==> config.mk <==
export PLATFORM = sky130hd
export DESIGN_NAME = uart_tx_buf
export DESIGN_NICKNAME = d
export VERILOG_FILES = /design/src/rtl/uart_pkg.sv /design/src/rtl/uart_tx_fifo.sv /design/src/rtl/uart_tx_buf.sv
export SDC_FILE = /design/constraint.sdc
export NUM_CORES = 1
export LEC_CHECK = 0
export BUFFER_PORTS_ARGS = -buffer_cell sky130_fd_sc_hd__buf_2
export CAP_MARGIN = 10
export CORE_ASPECT_RATIO = 1.4
export CORE_MARGIN = 3
export CORE_UTILIZATION = 45
export DETAILED_ROUTE_END_ITERATION = 12
export GPL_TIMING_DRIVEN = 0
export PLACE_DENSITY = 0.66
export SLEW_MARGIN = 10
export SYNTH_ARGS = -nofsm -noshare
export SYNTH_HDL_FRONTEND = slang
export SYNTH_SLANG_ARGS = --single-unit
==> constraint.sdc <==
create_clock -name CLK -period 3.1 [get_ports CLK]
set_input_delay 0.155 -clock CLK [delete_from_list [all_inputs] [get_ports CLK]]
set_output_delay 0.155 -clock CLK [all_outputs]
set_load 0.01 [all_outputs]
==> src/rtl/uart_pkg.sv <==
`default_nettype none
// +----------------------------------------------------------------------------+
// | Module   : uart_pkg                                                        |
// | Brief    : Shared UART types: transmitter FSM states and parity modes.     |
// | Revision : 1.0                                                             |
// +----------------------------------------------------------------------------+
package uart_pkg;

    typedef enum logic [2:0] {
        ST_IDLE   = 3'd0,
        ST_START  = 3'd1,
        ST_DATA   = 3'd2,
        ST_PARITY = 3'd3,
        ST_STOP1  = 3'd4,
        ST_STOP2  = 3'd5
    } uart_state_t;

    typedef logic [1:0] parity_mode_t;

    localparam parity_mode_t PARITY_NONE = 2'd0;
    localparam parity_mode_t PARITY_EVEN = 2'd1;
    localparam parity_mode_t PARITY_ODD  = 2'd2;
    localparam parity_mode_t PARITY_MARK = 2'd3;

    // data_xor is the XOR-reduction of the character's data bits
    function automatic logic parity_bit(input parity_mode_t mode, input logic data_xor);
        logic bit_v;
        case (mode)
            PARITY_EVEN: bit_v = data_xor;
            PARITY_ODD:  bit_v = ~data_xor;
            PARITY_MARK: bit_v = 1'b1;
            default:     bit_v = 1'b0;
        endcase
        return bit_v;
    endfunction

endpackage
`default_nettype wire

==> src/rtl/uart_tx_fifo.sv <==
`default_nettype none
// +----------------------------------------------------------------------------+
// | Module   : uart_tx_fifo                                                    |
// | Brief    : Power-of-two transmit buffer with occupancy count.              |
// | Revision : 1.0                                                             |
// +----------------------------------------------------------------------------+
module uart_tx_fifo #(
    parameter int DATA_W     = 8,
    parameter int FIFO_DEPTH = 4
) (
    input  logic                          CLK,
    input  logic                          RESET_N,
    input  logic                          PUSH,
    input  logic [DATA_W-1:0]             PUSH_DATA,
    input  logic                          POP,
    output logic [DATA_W-1:0]             POP_DATA,
    output logic                          FULL,
    output logic                          EMPTY,
    output logic [$clog2(FIFO_DEPTH):0]   LEVEL
);

    localparam int c_AW = $clog2(FIFO_DEPTH);

    logic [DATA_W-1:0] r_mem [FIFO_DEPTH];
    logic [c_AW-1:0]   r_wr_ptr;
    logic [c_AW-1:0]   r_rd_ptr;
    logic [c_AW:0]     r_level;
    logic              w_push;
    logic              w_pop;

    assign w_push   = PUSH && !FULL;
    assign w_pop    = POP && !EMPTY;
    assign FULL     = (r_level == (c_AW+1)'(FIFO_DEPTH));
    assign EMPTY    = (r_level == '0);
    assign LEVEL    = r_level;
    assign POP_DATA = r_mem[r_rd_ptr];

    always_ff @(posedge CLK) begin
        if (w_push) begin
            r_mem[r_wr_ptr] <= PUSH_DATA;
        end
    end

    // Pointers wrap naturally because the depth is a power of two
    always_ff @(posedge CLK) begin
        if (!RESET_N) begin
            r_wr_ptr <= '0;
            r_rd_ptr <= '0;
            r_level  <= '0;
        end else begin
            if (w_push) r_wr_ptr <= r_wr_ptr + 1'b1;
            if (w_pop)  r_rd_ptr <= r_rd_ptr + 1'b1;
            case ({w_push, w_pop})
                2'b10:   r_level <= r_level + 1'b1;
                2'b01:   r_level <= r_level - 1'b1;
                default: r_level <= r_level;
            endcase
        end
    end

endmodule
`default_nettype wire

==> src/rtl/uart_tx_buf.sv <==
`default_nettype none
// +----------------------------------------------------------------------------+
// | Module   : uart_tx_buf                                                     |
// | Brief    : Buffered UART transmitter; UART_TX_BUF_FIFO_EN selects a        |
// |            FIFO_DEPTH-entry FIFO, otherwise a single holding register.     |
// | Revision : 1.0                                                             |
// +----------------------------------------------------------------------------+
module uart_tx_buf
    import uart_pkg::*;
#(
    parameter int DATA_W     = 8,
    parameter int DIV_W      = 16,
    parameter int FIFO_DEPTH = 4
) (
    input  logic                          CLK,
    input  logic                          RESET_N,
    input  logic [DIV_W-1:0]              DIVISOR,
    input  logic [1:0]                    PARITY_MODE,
    input  logic                          STOP2,
    input  logic [DATA_W-1:0]             DATA,
    input  logic                          VALID,
    output logic                          READY,
    output logic [$clog2(FIFO_DEPTH):0]   LEVEL,
    output logic                          BUSY,
    output logic                          TX
);

    localparam int c_LVL_W = $clog2(FIFO_DEPTH) + 1;

    logic                w_push;
    logic                w_pop;
    logic                w_full;
    logic                w_empty;
    logic [DATA_W-1:0]   w_pop_data;
    logic [c_LVL_W-1:0]  w_level;

    uart_state_t         r_state;
    uart_state_t         w_state_nxt;
    logic [DIV_W-1:0]    r_cnt;
    logic [DIV_W-1:0]    r_div;
    logic [DIV_W-1:0]    r_bit_idx;
    parity_mode_t        r_mode;
    logic                r_stop2;
    logic                r_par;
    logic                r_tx;
    logic [DATA_W-1:0]   r_shift;
    logic [DIV_W-1:0]    w_div_eff;
    logic                w_bit_end;
    logic                w_last_bit;
    logic                w_frame_end;
    logic                w_tx_nxt;

    assign w_push = VALID && !w_full;
    assign READY  = !w_full;
    assign LEVEL  = w_level;
    assign BUSY   = (r_state != ST_IDLE) || !w_empty;
    assign TX     = r_tx;

`ifdef UART_TX_BUF_FIFO_EN
    uart_tx_fifo #(
        .DATA_W     (DATA_W),
        .FIFO_DEPTH (FIFO_DEPTH)
    ) u_fifo (
        .CLK       (CLK),
        .RESET_N   (RESET_N),
        .PUSH      (w_push),
        .PUSH_DATA (DATA),
        .POP       (w_pop),
        .POP_DATA  (w_pop_data),
        .FULL      (w_full),
        .EMPTY     (w_empty),
        .LEVEL     (w_level)
    );
`else
    logic                r_hold_valid;
    logic [DATA_W-1:0]   r_hold_data;

    assign w_full     = r_hold_valid;
    assign w_empty    = !r_hold_valid;
    assign w_pop_data = r_hold_data;
    assign w_level    = c_LVL_W'(r_hold_valid);

    always_ff @(posedge CLK) begin
        if (!RESET_N) begin
            r_hold_valid <= 1'b0;
            r_hold_data  <= '0;
        end else if (w_push) begin
            r_hold_valid <= 1'b1;
            r_hold_data  <= DATA;
        end else if (w_pop) begin
            r_hold_valid <= 1'b0;
        end
    end
`endif

    assign w_div_eff  = (DIVISOR < DIV_W'(2)) ? DIV_W'(2) : DIVISOR;
    assign w_bit_end  = (r_cnt == '0);
    assign w_last_bit = (r_bit_idx == DIV_W'(DATA_W - 1));

    always_comb begin
        w_state_nxt = r_state;
        w_pop       = 1'b0;
        w_frame_end = 1'b0;
        w_tx_nxt    = 1'b1;
        case (r_state)
            ST_IDLE: begin
                if (!w_empty) begin
                    w_state_nxt = ST_START;
                    w_pop       = 1'b1;
                end
            end
            ST_START: begin
                w_tx_nxt = 1'b0;
                if (w_bit_end) w_state_nxt = ST_DATA;
            end
            ST_DATA: begin
                w_tx_nxt = r_shift[0];
                if (w_bit_end && w_last_bit) begin
                    w_state_nxt = (r_mode != PARITY_NONE) ? ST_PARITY : ST_STOP1;
                end
            end
            ST_PARITY: begin
                w_tx_nxt = r_par;
                if (w_bit_end) w_state_nxt = ST_STOP1;
            end
            ST_STOP1: begin
                if (w_bit_end) begin
                    if (r_stop2) w_state_nxt = ST_STOP2;
                    else         w_frame_end = 1'b1;
                end
            end
            ST_STOP2: begin
                if (w_bit_end) w_frame_end = 1'b1;
            end
            default: w_state_nxt = ST_IDLE;
        endcase
        // Chain straight into the next start bit when a character is waiting
        if (w_frame_end) begin
            if (!w_empty) begin
                w_state_nxt = ST_START;
                w_pop       = 1'b1;
            end else begin
                w_state_nxt = ST_IDLE;
            end
        end
    end

    always_ff @(posedge CLK) begin
        if (!RESET_N) begin
            r_state   <= ST_IDLE;
            r_tx      <= 1'b1;
            r_cnt     <= '0;
            r_div     <= DIV_W'(2);
            r_bit_idx <= '0;
            r_mode    <= PARITY_NONE;
            r_stop2   <= 1'b0;
            r_par     <= 1'b0;
            r_shift   <= '0;
        end else begin
            r_state <= w_state_nxt;
            r_tx    <= w_tx_nxt;
            if (w_pop) begin
                // Frame configuration is frozen here for the whole character
                r_div     <= w_div_eff;
                r_mode    <= PARITY_MODE;
                r_stop2   <= STOP2;
                r_par     <= parity_bit(PARITY_MODE, ^w_pop_data);
                r_shift   <= w_pop_data;
                r_cnt     <= w_div_eff - 1'b1;
                r_bit_idx <= '0;
            end else if (r_state != ST_IDLE) begin
                if (w_bit_end) begin
                    r_cnt <= r_div - 1'b1;
                    if (r_state == ST_DATA) begin
                        r_shift   <= r_shift >> 1;
                        r_bit_idx <= r_bit_idx + 1'b1;
                    end
                end else begin
                    r_cnt <= r_cnt - 1'b1;
                end
            end
        end
    end

endmodule
`default_nettype wire
## Word-level counts from Yosys, hierarchy flattened

Cells that the tools add are included.

- Reduce and logical (&&, ||, !) cells: 17
- $add $sub $neg: 4
- Mux-type cells: 30
- Magnitude comparators: 1
- Bitwise logic cells: 2
- Eq/ne operators: 16

Operator list:

| operator | count |
|---|---|
| 16-bit 2-to-1 mux | 4 |
| 16-bit by 1-bit subtractor with 16-bit output (second input constant) | 3 |
| 8-bit 2-to-1 mux | 4 |
| 3-bit 2-to-1 mux | 8 |
| 3-bit inequality test (second input constant) | 6 |
| 3-bit one-hot mux with 6 select lines | 1 |
| 16-bit by 1-bit adder with 16-bit output (second input constant) | 1 |
| 16-bit by 3-bit equality test with 1-bit output (second input constant) | 1 |
| 16-bit logical NOT | 1 |
| 16-bit by 2-bit < comparator with 1-bit output (second input constant) | 1 |
| 1-bit 2-to-1 mux | 10 |
| 2-bit nonzero test | 5 |
| 8-bit XOR reduction | 1 |
| 7-bit AND reduction | 1 |
| 3-bit by 2-bit equality test with 1-bit output (second input constant) | 2 |
| 3-bit equality test (second input constant) | 2 |
| 1-bit one-hot mux with 3 select lines | 2 |
| 3-bit AND reduction | 2 |
| 2-bit equality test (second input constant) | 2 |
| 3-bit by 1-bit equality test with 1-bit output (second input constant) | 1 |
| 3-bit logical NOT | 1 |
| 3-bit nonzero test | 1 |
| 2-bit by 1-bit equality test with 1-bit output (second input constant) | 1 |
| 1-bit logical AND | 2 |
| other kinds (6) | 7 |

- Output and inout bits: 6
- Flip-flop bits (word level): 73

## Depth between registers and ports, before layout

- Depth after elaboration: 6
- Gate-level depth with buffers: 12

## Least setup slack after synthesis

Ideal clock, no wire load.

- Kind: register to register
- Start: register r_state[1]
- End: register r_cnt[14]
- Cell stages (with the launch flop): 12
- Arrival time: 3115 ps
- Slack: -90 ps
- Setup time: 74 ps
- Required time: 3026 ps
- Path buffers: 2
- Path through: dfxtp_1 > and3b_1 > and2_1 > a31oi_4 > buf_2 > clkbuf_1 > a21o_1 > ha_1 > o221ai_2 > or4_4 > or4_1 > a31oi_1

- Longest elaborated chain between the ends: 5

RTL lines:

| what | line | source |
|---|---|---|
| from (decl) | uart_tx_buf.sv:37 | `uart_state_t r_state;` |
| from (signal assigned) | uart_tx_buf.sv:160 | `r_state <= w_state_nxt;` |
| 3-bit logical NOT | uart_tx_buf.sv:105 | `case (r_state)` |
| 1-bit 2-to-1 mux | uart_tx_buf.sv:105 |  |
| 1-bit 2-to-1 mux | uart_tx_buf.sv:139 | `if (!w_empty) begin` |
| 1-bit 2-to-1 mux | uart_tx_buf.sv:138 | `if (w_frame_end) begin` |
| 16-bit 2-to-1 mux / 2-bit nonzero test (equally long branches) | n/a |  |
| to (signal assigned) | uart_tx_buf.sv:169 | `r_cnt <= w_div_eff - 1'b1;` |
| to (signal assigned) | uart_tx_buf.sv:173 | `r_cnt <= r_div - 1'b1;` |
| to (signal assigned) | uart_tx_buf.sv:179 | `r_cnt <= r_cnt - 1'b1;` |
| to (decl) | uart_tx_buf.sv:39 | `logic [DIV_W-1:0] r_cnt;` |

Parallel ways exist; a longest one is shown, timed or not.
A chain may end at the register's enable or synchronous reset.

## Final worst setup path

- Start: register r_cnt[8]
- End: register r_cnt[12]

- Longest elaborated chain between the ends: 5

RTL lines:

| what |
|---|
| branches (longest 5 deep; another with 16-bit by 1-bit subtractor with 16-bit output) |

Parallel ways; which one is timed is not known. The select of a mux whose other input is x is not followed.

==> flow_summary.ini <==
[clock_network]
clock_latency_ns = 0.33
htreeDepth = 3
cts_made_buffers = 9
root_buffer = clkbuf_16
cts_tree = yes
ctsHoldBuffers = 0
clockBufferDepth = 2
clkSinkCount = 73
clk_pin_slew_ns = 0.06

[timing]
min_period_over_period_pct = 100.6
fmax_ghz = 0.3205
period_needed_ns = 3.120
drv_slew = 0
finClkSkew_ns = 0.006112
setup_viol = 1
slew_headroom_pct = 52.16
grt_setup_unrepaired = yes
fin_ws_ns = -0.02002
hold_viol_final = 0
worst_pin_slew_ns = 0.7145
setup-tns-final_ns = -0.02002

[floorplan]
die_area_um2 = 9678
std_cell_rows = 39
io_pins = 36
start_util_pct = 46.49
die_width_um = 84.01
die_y_um = 115.2
core_um2 = 8247

[synth]
ys_ff_latch = 73
ys_seq_area_share_pct = 38.12
yosysUniqueCellTypes = 57
async_reset_ff_share_pct = 0
synth_edf_count = 0
synth_top_area_cell = dfxtp_1
yosys_warnings = 0
synth_cells = 473
synth.top_cell.area_share_pct = 38.12
synthTopCellsByArea = dfxtp_1, nand2_1, a21oi_1
synth_area_per_cell_um2 = 8.105
syn-cell-area_um2 = 3834
synthFlopType = dfxtp_1

[cells_and_area]
diodes = 0
fin_cells = 645
nNetsFinal = 570
area_growth_pct = 23.79
drive_above_1_share_pct = 21.36
design_area_um2 = 4746
nFillCells = 749

[power]
power_uw = 3431
irDropWorstVdd_uv = 413.2
leakage_uw = 0.001831
powerDensity_nw_per_um2 = 722.9

[critical_path]
crit_path_max_fanout = 6
critPathKind = reg -> reg
crit_arrival_ns = 3.38
cp.required_ns = 3.36
endpoint_kind = flip-flop
worstSetupStartpointType = flip-flop

[place]
dp.cells = 609
post-place-ws_ns = -0.6541
place.gp.congestion = 0.9459
post_dp_cell_area_um2 = 4135
io_buffers = 33
post-dp-hpwl_mm = 8.004

[detailed_routing]
antenna_left = 0
routedWlPerCell_um = 18.07
drt-pass1-iter-count = 5
drcViolationCount = 0
wirelength_mm = 11.65
dr_total_vias = 3849
drt_iter0_markers = 244
viasPerCell = 5.967

[run_status]
status = complete, but fails checks
violations = negative setup slack

[grt]
first_global_vias = 3669
grt_start_max_net_pins = 13
grt_pass1_wl_mm = 18.26
antenna_found_initial = 0
grt-ovfl-total = 0
track_usage_pct = 24.08

[flow_run]
max_cap_viol_count = 0

[worst_hold_path]
holdCritPathClass = in -> reg
==> synthesized netlist by cell type (7+ instances only) <==
| cell | n |
|---|---|
| dfxtp_1 | 73 |
| o21ai_0 | 23 |
| a31oi_1 | 11 |
| a21oi_1 | 40 |
| or3_1 | 8 |
| nor2_1 | 47 |
| nor3_1 | 15 |
| nand2_1 | 62 |
| inv_1 | 7 |
| nor4_1 | 8 |
| clkbuf_1 | 16 |
| o31ai_1 | 7 |
| a211oi_1 | 7 |
| mux2i_1 | 14 |
| nand3_1 | 12 |
| xnor2_1 | 18 |
| xor2_1 | 9 |
==> per-layer routing <==
| metal | track usage (%) | share of wire, % |
|---|---|---|
| met1 | 26.84 | 39 |
| met3 | 4.229 | 5.3 |
| met4 | 16.09 | 5.7 |
| met2 | 41.95 | 50 |
| met5 | 0 | 0 |
==> flip-flops by register name, summed over array words and instances (netlist names) <==
name and flops:
r_hold_valid 1, r_par 1, r_bit_idx 16, r_stop2 1, r_shift 8, TX 1
r_cnt 16, r_div 16, r_hold_data 8, r_state 3, r_mode 2
==> power by group <==
group | switching (µW) | internal, µW
registers | 106 | 1040
clock network | 387 | 642
logic | 708 | 552
total | 1200 | 2230
==> worst max-delay path, stage by stage (launching register included) <==
cell and delay [ns]:
dfxtp_4 0.37, or4_4 0.58, nor2_8 0.12, a31oi_4 0.14
nor3_2 0.24, a21o_1 0.16, ha_4 0.16, o221ai_4 0.12
or4_4 0.54, or4_4 0.43, a31oi_2 0.18
==> repair_timing <==
action / in CTS / in global routing
buffers inserted: 16 / 5
pin swaps: 7 / 11
endpoints found under the setup margin: 9 / 7
gates resized for setup: 17 / 18
endpoints found under the hold margin: 0 / 0
==> area by class of cell <==
| cell class | instances | area (µm²) | share of cell area (%) |
|---|---|---|---|
| clock buffers | 11 | 242.7 | 5.115 |
| flip-flops and latches | 73 | 1471 | 31.00 |
| inverters | 8 | 30.03 | 0.6327 |
| repair buffers | 54 | 322.8 | 6.802 |
| plain buffers | 24 | 138.9 | 2.926 |
| well taps | 102 | 127.6 | 2.689 |
| clock inverters | 5 | 55.05 | 1.160 |
| multi-input cells | 368 | 2357 | 49.67 |
==> final timing paths <==
path	start	to	slack, ns	cells after the start
max	r_cnt[8]	r_cnt[12]	-0.02	10
min	VALID	r_hold_valid	0.05	3
max reg2reg	r_cnt[8]	r_cnt[12]	-0.02	10
min reg2reg	r_div[11]	r_div[11]	0.45	2
==> placed cells by master, fill, tap and decap left out, types with 10 or more instances in the layout <==
cell      count
clkbuf_1     15
nor2_1       45
a31oi_1      10
xnor2_1      18
buf_2        35
a21oi_1      40
nand2_1      62
nor3_1       13
buf_4        24
dfxtp_1      69
mux2i_1      13
nand3_1      11
o21ai_0      23
==> logic make-up (layout without fill, tap and decap cells) <==
group                      count (synthesis)  in the layout  synth area share [%]
buffers and inverters                     33            102                 3.688
AOI/OAI and AO/OA                        124            124                 21.21
muxes                                     14             14                 3.655
and+or+nand+nor                          199            199                 26.40
xor gates and xnor gates                  27             27                 6.168
DFF                                       73             73                 38.12
adders and majority gates                  2              2                0.6526
other                                      1              2               0.09782
==> through the flow <==
stage	hold slack (ns)	utilization (%)
2_1_floorplan	0.2708	-
3_3_place_gp	0.3819	50.14
3_5_place_dp	0.3846	50.14
4_1_cts	0.04948	56.11
5_1_grt	0.08242	57.55
6_report	0.05325	57.55
Note: power is estimated with default switching activity, not from simulation.
